`config.mk`:
```
export PLATFORM = sky130hd
export DESIGN_NAME = note_tone_gen
export DESIGN_NICKNAME = d
export VERILOG_FILES = /design/src/rtl/note_pkg.sv /design/src/rtl/note_divisor_rom.sv /design/src/rtl/note_tone_gen.sv
export SDC_FILE = /design/constraint.sdc
export NUM_CORES = 1
export LEC_CHECK = 0
export ABC_AREA = 1
export BUFFER_PORTS_ARGS = -buffer_cell sky130_fd_sc_hd__buf_4
export CAP_MARGIN = 5
export CORE_MARGIN = 1
export CORE_UTILIZATION = 45
export CTS_BUF_LIST = sky130_fd_sc_hd__clkbuf_16
export DETAILED_ROUTE_END_ITERATION = 7
export PLACE_DENSITY = 0.63
export SLEW_MARGIN = 5
export SYNTH_ARGS = -nofsm -noshare
export SYNTH_HDL_FRONTEND = slang
export SYNTH_HIERARCHICAL = 1
export SYNTH_SLANG_ARGS = --single-unit
```
`constraint.sdc`:
```
create_clock -name clk -period 5.73 [get_ports clk]
set_clock_uncertainty 0.05 [all_clocks]
set_input_delay 1.719 -clock clk [delete_from_list [all_inputs] [get_ports clk]]
set_output_delay 1.719 -clock clk [all_outputs]
set_load 0.005 [all_outputs]
```
`src/rtl/note_pkg.sv`:
```
// Shared types, note-code limits and the half-period helper for the
// note-code to square-wave tone generator.
package note_pkg;

  typedef enum logic [1:0] {
    REST,
    PLAY,
    GAP
  } state_t;

  localparam logic [4:0] NOTE_REST = 5'd0;
  localparam logic [4:0] NOTE_MAX  = 5'd21;

  // C4 D4 E4 F4 G4 A4 B4 in Hz; codes 8..21 are the same notes one and two octaves up.
  localparam int BASE_HZ [7] = '{262, 294, 330, 349, 392, 440, 494};

  // Half-period in clock cycles for a code; 0 for codes that do not sound.
  function automatic int half_period(input int clk_hz, input int code);
    int f;
    f = 0;
    if (code >= 1 && code <= int'(NOTE_MAX)) begin
      f = BASE_HZ[(code - 1) % 7] << ((code - 1) / 7);
    end
    half_period = (f == 0) ? 0 : (clk_hz + f) / (2 * f);
  endfunction

endpackage

```
`src/rtl/note_divisor_rom.sv`:
```
// Constant lookup from note code to half-period in clock cycles; the table
// is folded at elaboration, so this is pure combinational logic.
module note_divisor_rom
  import note_pkg::*;
#(
  parameter int CLK_HZ = 50_000_000,
  parameter int DIV_W  = 18
) (
  input  logic [4:0]       code,
  output logic [DIV_W-1:0] half
);

  logic [DIV_W-1:0] rom [32];

  for (genvar i = 0; i < 32; i++) begin : g_entry
    localparam logic [DIV_W-1:0] HALF = DIV_W'(half_period(CLK_HZ, i));
    assign rom[i] = HALF;
  end

  assign half = rom[code];

endmodule

```
`src/rtl/note_tone_gen.sv`:
```
// Note-code to speaker square wave: registers the code, looks up its
// half-period and toggles spk, with an optional silent gap on note changes.
module note_tone_gen
  import note_pkg::*;
#(
  parameter int CLK_HZ     = 50_000_000,
  parameter int GAP_CYCLES = 0,
  parameter int DIV_W      = 18
) (
  input  logic       clk,
  input  logic       rst_n,
  input  logic       ifplay,
  input  logic [4:0] note_code,
  output logic       spk,
  output logic [4:0] cur_note,
  output logic       tone_on
);

  localparam bit               USE_GAP  = (GAP_CYCLES > 0);
  localparam logic [DIV_W-1:0] GAP_LAST = DIV_W'(USE_GAP ? GAP_CYCLES - 1 : 0);

  state_t           state;
  logic [4:0]       code_q;
  logic [DIV_W-1:0] cnt;
  logic [DIV_W-1:0] half_q;
  logic [DIV_W-1:0] rom_half;
  logic             sounding;

  note_divisor_rom #(
    .CLK_HZ(CLK_HZ),
    .DIV_W (DIV_W)
  ) u_rom (
    .code(code_q),
    .half(rom_half)
  );

  assign sounding = ifplay && (code_q != NOTE_REST) && (code_q <= NOTE_MAX);

  // NOTE: every register here is updated with <= so all branches see the
  // pre-edge values of state, cnt and cur_note, exactly as flops do.
  always_ff @(posedge clk or negedge rst_n) begin
    if (!rst_n) begin
      state    <= REST;
      code_q   <= NOTE_REST;
      cnt      <= '0;
      half_q   <= '0;
      spk      <= 1'b0;
      cur_note <= NOTE_REST;
      tone_on  <= 1'b0;
    end else begin
      code_q <= note_code;
      case (state)
        REST: begin
          spk <= 1'b0;
          cnt <= '0;
          if (sounding) begin
            state    <= PLAY;
            spk      <= 1'b1;
            cur_note <= code_q;
            half_q   <= rom_half;
            tone_on  <= 1'b1;
          end
        end

        PLAY: begin
          if (!sounding) begin
            state    <= REST;
            spk      <= 1'b0;
            cnt      <= '0;
            cur_note <= NOTE_REST;
            tone_on  <= 1'b0;
          end else if (code_q != cur_note) begin
            cnt <= '0;
            if (USE_GAP) begin
              state    <= GAP;
              spk      <= 1'b0;
              cur_note <= NOTE_REST;
              tone_on  <= 1'b0;
            end else begin
              spk      <= 1'b1;
              cur_note <= code_q;
              half_q   <= rom_half;
            end
          end else if (cnt == half_q - DIV_W'(1)) begin
            spk <= ~spk;
            cnt <= '0;
          end else begin
            cnt <= cnt + DIV_W'(1);
          end
        end

        GAP: begin
          // The pending code is code_q itself, so the ROM output already
          // matches whatever code is current when the gap ends.
          if (!sounding) begin
            state    <= REST;
            spk      <= 1'b0;
            cnt      <= '0;
            cur_note <= NOTE_REST;
            tone_on  <= 1'b0;
          end else if (cnt == GAP_LAST) begin
            state    <= PLAY;
            spk      <= 1'b1;
            cnt      <= '0;
            cur_note <= code_q;
            half_q   <= rom_half;
            tone_on  <= 1'b1;
          end else begin
            cnt <= cnt + DIV_W'(1);
          end
        end

        default: begin
          state    <= REST;
          spk      <= 1'b0;
          cnt      <= '0;
          cur_note <= NOTE_REST;
          tone_on  <= 1'b0;
        end
      endcase
    end
  end

endmodule

```
==> flow_summary.json <==
{
  "swShare": 0.423,
  "cts_tree": "built",
  "final_cell_mix": "nand2_1, nor2_1, inv_1",
  "n_antenna_cell": 0,
  "rrSetupSlack_ns": 2.59,
  "cts_inserted_buffers": 5,
  "dieArea_um2": 8840,
  "start_kind": "input pin",
  "ys_warn_count": 6,
  "rsz0062_at_grt": "no",
  "num_io_pins": 15,
  "hold_viol": 0,
  "clkSlewWorstSetupHoldPaths_ns": 0.07,
  "powerDensity_nw_per_um2": 351,
  "tightest_slew_ns": 0.895,
  "cts_buffer_depth": 2,
  "viasPerCell": 5.13,
  "cpMostUsedCell": "nor2_1",
  "wl_per_cell_um": 12.6,
  "setup_viol": 0,
  "critPathKind": "input pin to flip-flop",
  "cts_sinks": 48,
  "intPower_uw": 831,
  "ys_types": 40,
  "num_rows": 33,
  "synthesis.nets": 581,
  "regToRegEndpoint": "half_q[6]",
  "layout-drive-gt1-share": 0.0960,
  "cts-root-buf": "clkbuf_16",
  "async_reset_ff_frac": 1.00,
  "cts_hold_buf": 0,
  "min_to": "half_q[17]",
  "crit_fanout": 28,
  "synth_ff_type": "dfrtp_1",
  "syn_area_per_cell_um2": 6.79,
  "layout_commonest_cell": "nand2_1",
  "clkPwrFrac": 0.234,
  "start_util": 0.464,
  "status": "complete, no violations",
  "critical_path.slowest_cell": "nor2_1",
  "r2r-start": "code_q[3]",
  "hp-class": "flip-flop to flip-flop",
  "syn_inst": 561,
  "fin_util": 0.501,
  "antenna_left": 0,
  "dieWidth_um": 94,
  "irDropWorstVdd_mv": 0.149,
  "max_freq_mhz": 278,
  "overflow": 0,
  "multi_input_comb_area_um2": 2240,
  "drv_cap": 0,
  "ys_seq_elements": 48,
  "p_comb_frac": 0.409,
  "synth_edf_count": 0,
  "worstRegToRegCells": 8,
  "fin_nets": 592,
  "syn-cell-area_um2": 3810,
  "drtIter0Drc": 163,
  "worstPathRequired_ns": 5.84,
  "grt_pass1_vias": 3316,
  "yosysSeqAreaShare": 0.315,
  "fill_cells": 818,
  "whs_ns": 0.448,
  "max_slew_margin": 0.403,
  "vias": 3475,
  "pwr-share-seq": 0.356,
  "fin_crit_ns": 3.60,
  "switching_power_uw": 610,
  "crit_buf_inv": 2,
  "p_leak_uw": 0.00203,
  "clk_latency_ns": 0.29,
  "track_usage": 0.219,
  "detail_route.wirelength_mm": 8.55,
  "slew_viol_final": 0,
  "routabilityCongestion": 0.928,
  "holdPathStages": 2,
  "setup_tns_ns": 0,
  "critPathArrivalTime_ns": 3.71,
  "timing.final.crit_share": 0.628,
  "min_from": "half_q[17]",
  "h-tree-depth": 2,
  "max_stage_delay_ns": 0.52,
  "regArea_um2": 1200,
  "fp.coreArea_um2": 8220,
  "end_kind": "flip-flop",
  "cts.repair.resized": 0,
  "grt_pass1_wl_mm": 15.3,
  "crit_chain": "buf_4 > nand2_1 > nor2_1 > inv_1 > ha_1 > nor2_1 > nand2_4 > nor2_1 > a21oi_1",
  "post_cts_buffers": 0,
  "syn_to_final_growth_pct": 7.98,
  "drcViolationCount": 0,
  "dr.pass1.iters": 5,
  "dp_hpwl_mm": 6.47,
  "critPathTopFamily": "simple AND/OR/NAND/NOR gates",
  "io_buffers": 14,
  "dieHeight_um": 94,
  "grt_max_degree": 49,
  "antenna_found_initial": 0
}
==> worst register-to-register path: cells and delay by family, from the launching register on <==
kind            cells  cell delay (ns)
simple gates        5             1.53
flops               1             0.93
fa+ha+maj           1             0.23
buf+inv             1             0.22
compound gates      1             0.05
==> power groups by stage <==
stage	clock network, uW	registers [uW]	logic, uW
floorplan	0	489	481
CTS	346	513	591
finish	338	514	590
global route	360	528	687
global placement	0	518	574
detailed placement	0	519	587
==> flip-flops by register name, summed over array words and instances (netlist names) <==
register,count
cur_note,5
state,1
code_q,5
spk,1
half_q,18
cnt,18
==> per-layer routing <==
layer / vias to the layer above / share of wire / track usage
met5: - / 0 / 0
met4: 0 / 0.019 / 0.0731
li1: 1791 / - / -
met3: 16 / 0.034 / 0.0340
met2: 76 / 0.47 / 0.363
met1: 1592 / 0.48 / 0.290
==> per-stage QoR <==
| stage | worst slack (ns) | std cells | area (um^2) | power (uW) |
|---|---|---|---|---|
| final | 2.13 | 678 | 4110 | 1440 |
| after global routing | 1.82 | 678 | 4110 | 1580 |
| after global placement | 1.98 | 670 | 3950 | 1090 |
| after CTS | 2.14 | 678 | 4110 | 1450 |
| after floorplan | 2.31 | 561 | 3810 | 970 |
| after detailed placement | 1.86 | 670 | 3950 | 1110 |
==> cell families after synthesis <==
kind of cell / Yosys count / synth area share
XOR/XNOR: 25 / 0.0575
other: 1 / 0.000985
flip-flops: 48 / 0.315
AND/OR/NAND/NOR: 357 / 0.424
adder cells (fa/ha/maj): 12 / 0.0394
buffers and inverters: 75 / 0.0956
AO/OA/AOI/OAI: 43 / 0.0667
==> cell type report <==
type,instances,area share
Timing Repair Buffer,14,0.0256
Sequential cell,48,0.292
Inverter,65,0.0642
Clock inverter,3,0.0103
Clock buffer,5,0.0304
Multi-Input combinational cell,438,0.545
Tap cell,105,0.0319
==> cells in the mapped netlist, types with 4 or more instances <==
library cell,count,area (um^2)
a21oi_1,16,80.1
xor2_1,17,149
xnor2_1,8,70.1
nor2_2,6,37.5
nand2_1,170,638
nand2_2,6,37.5
inv_1,62,233
nor2_4,4,45.0
dfrtp_1,48,1200
ha_1,12,150
nand3_1,58,290
nand4_1,7,43.8
nor2_1,88,330
o21ai_0,14,70.1
buf_6,5,56.3
==> worst max path at each step <==
stage	startpoint	endpoint	slack [ns]	depth (start not counted)
after floorplan	ifplay	half_q[15]	2.31	9
after global placement	ifplay	half_q[0]	1.98	9
after detailed placement	ifplay	half_q[6]	1.86	9
after CTS	ifplay	half_q[6]	2.14	9
after global routing	ifplay	half_q[6]	1.82	9
final	ifplay	half_q[6]	2.13	9
Note: power is estimated with default switching activity, not from simulation.
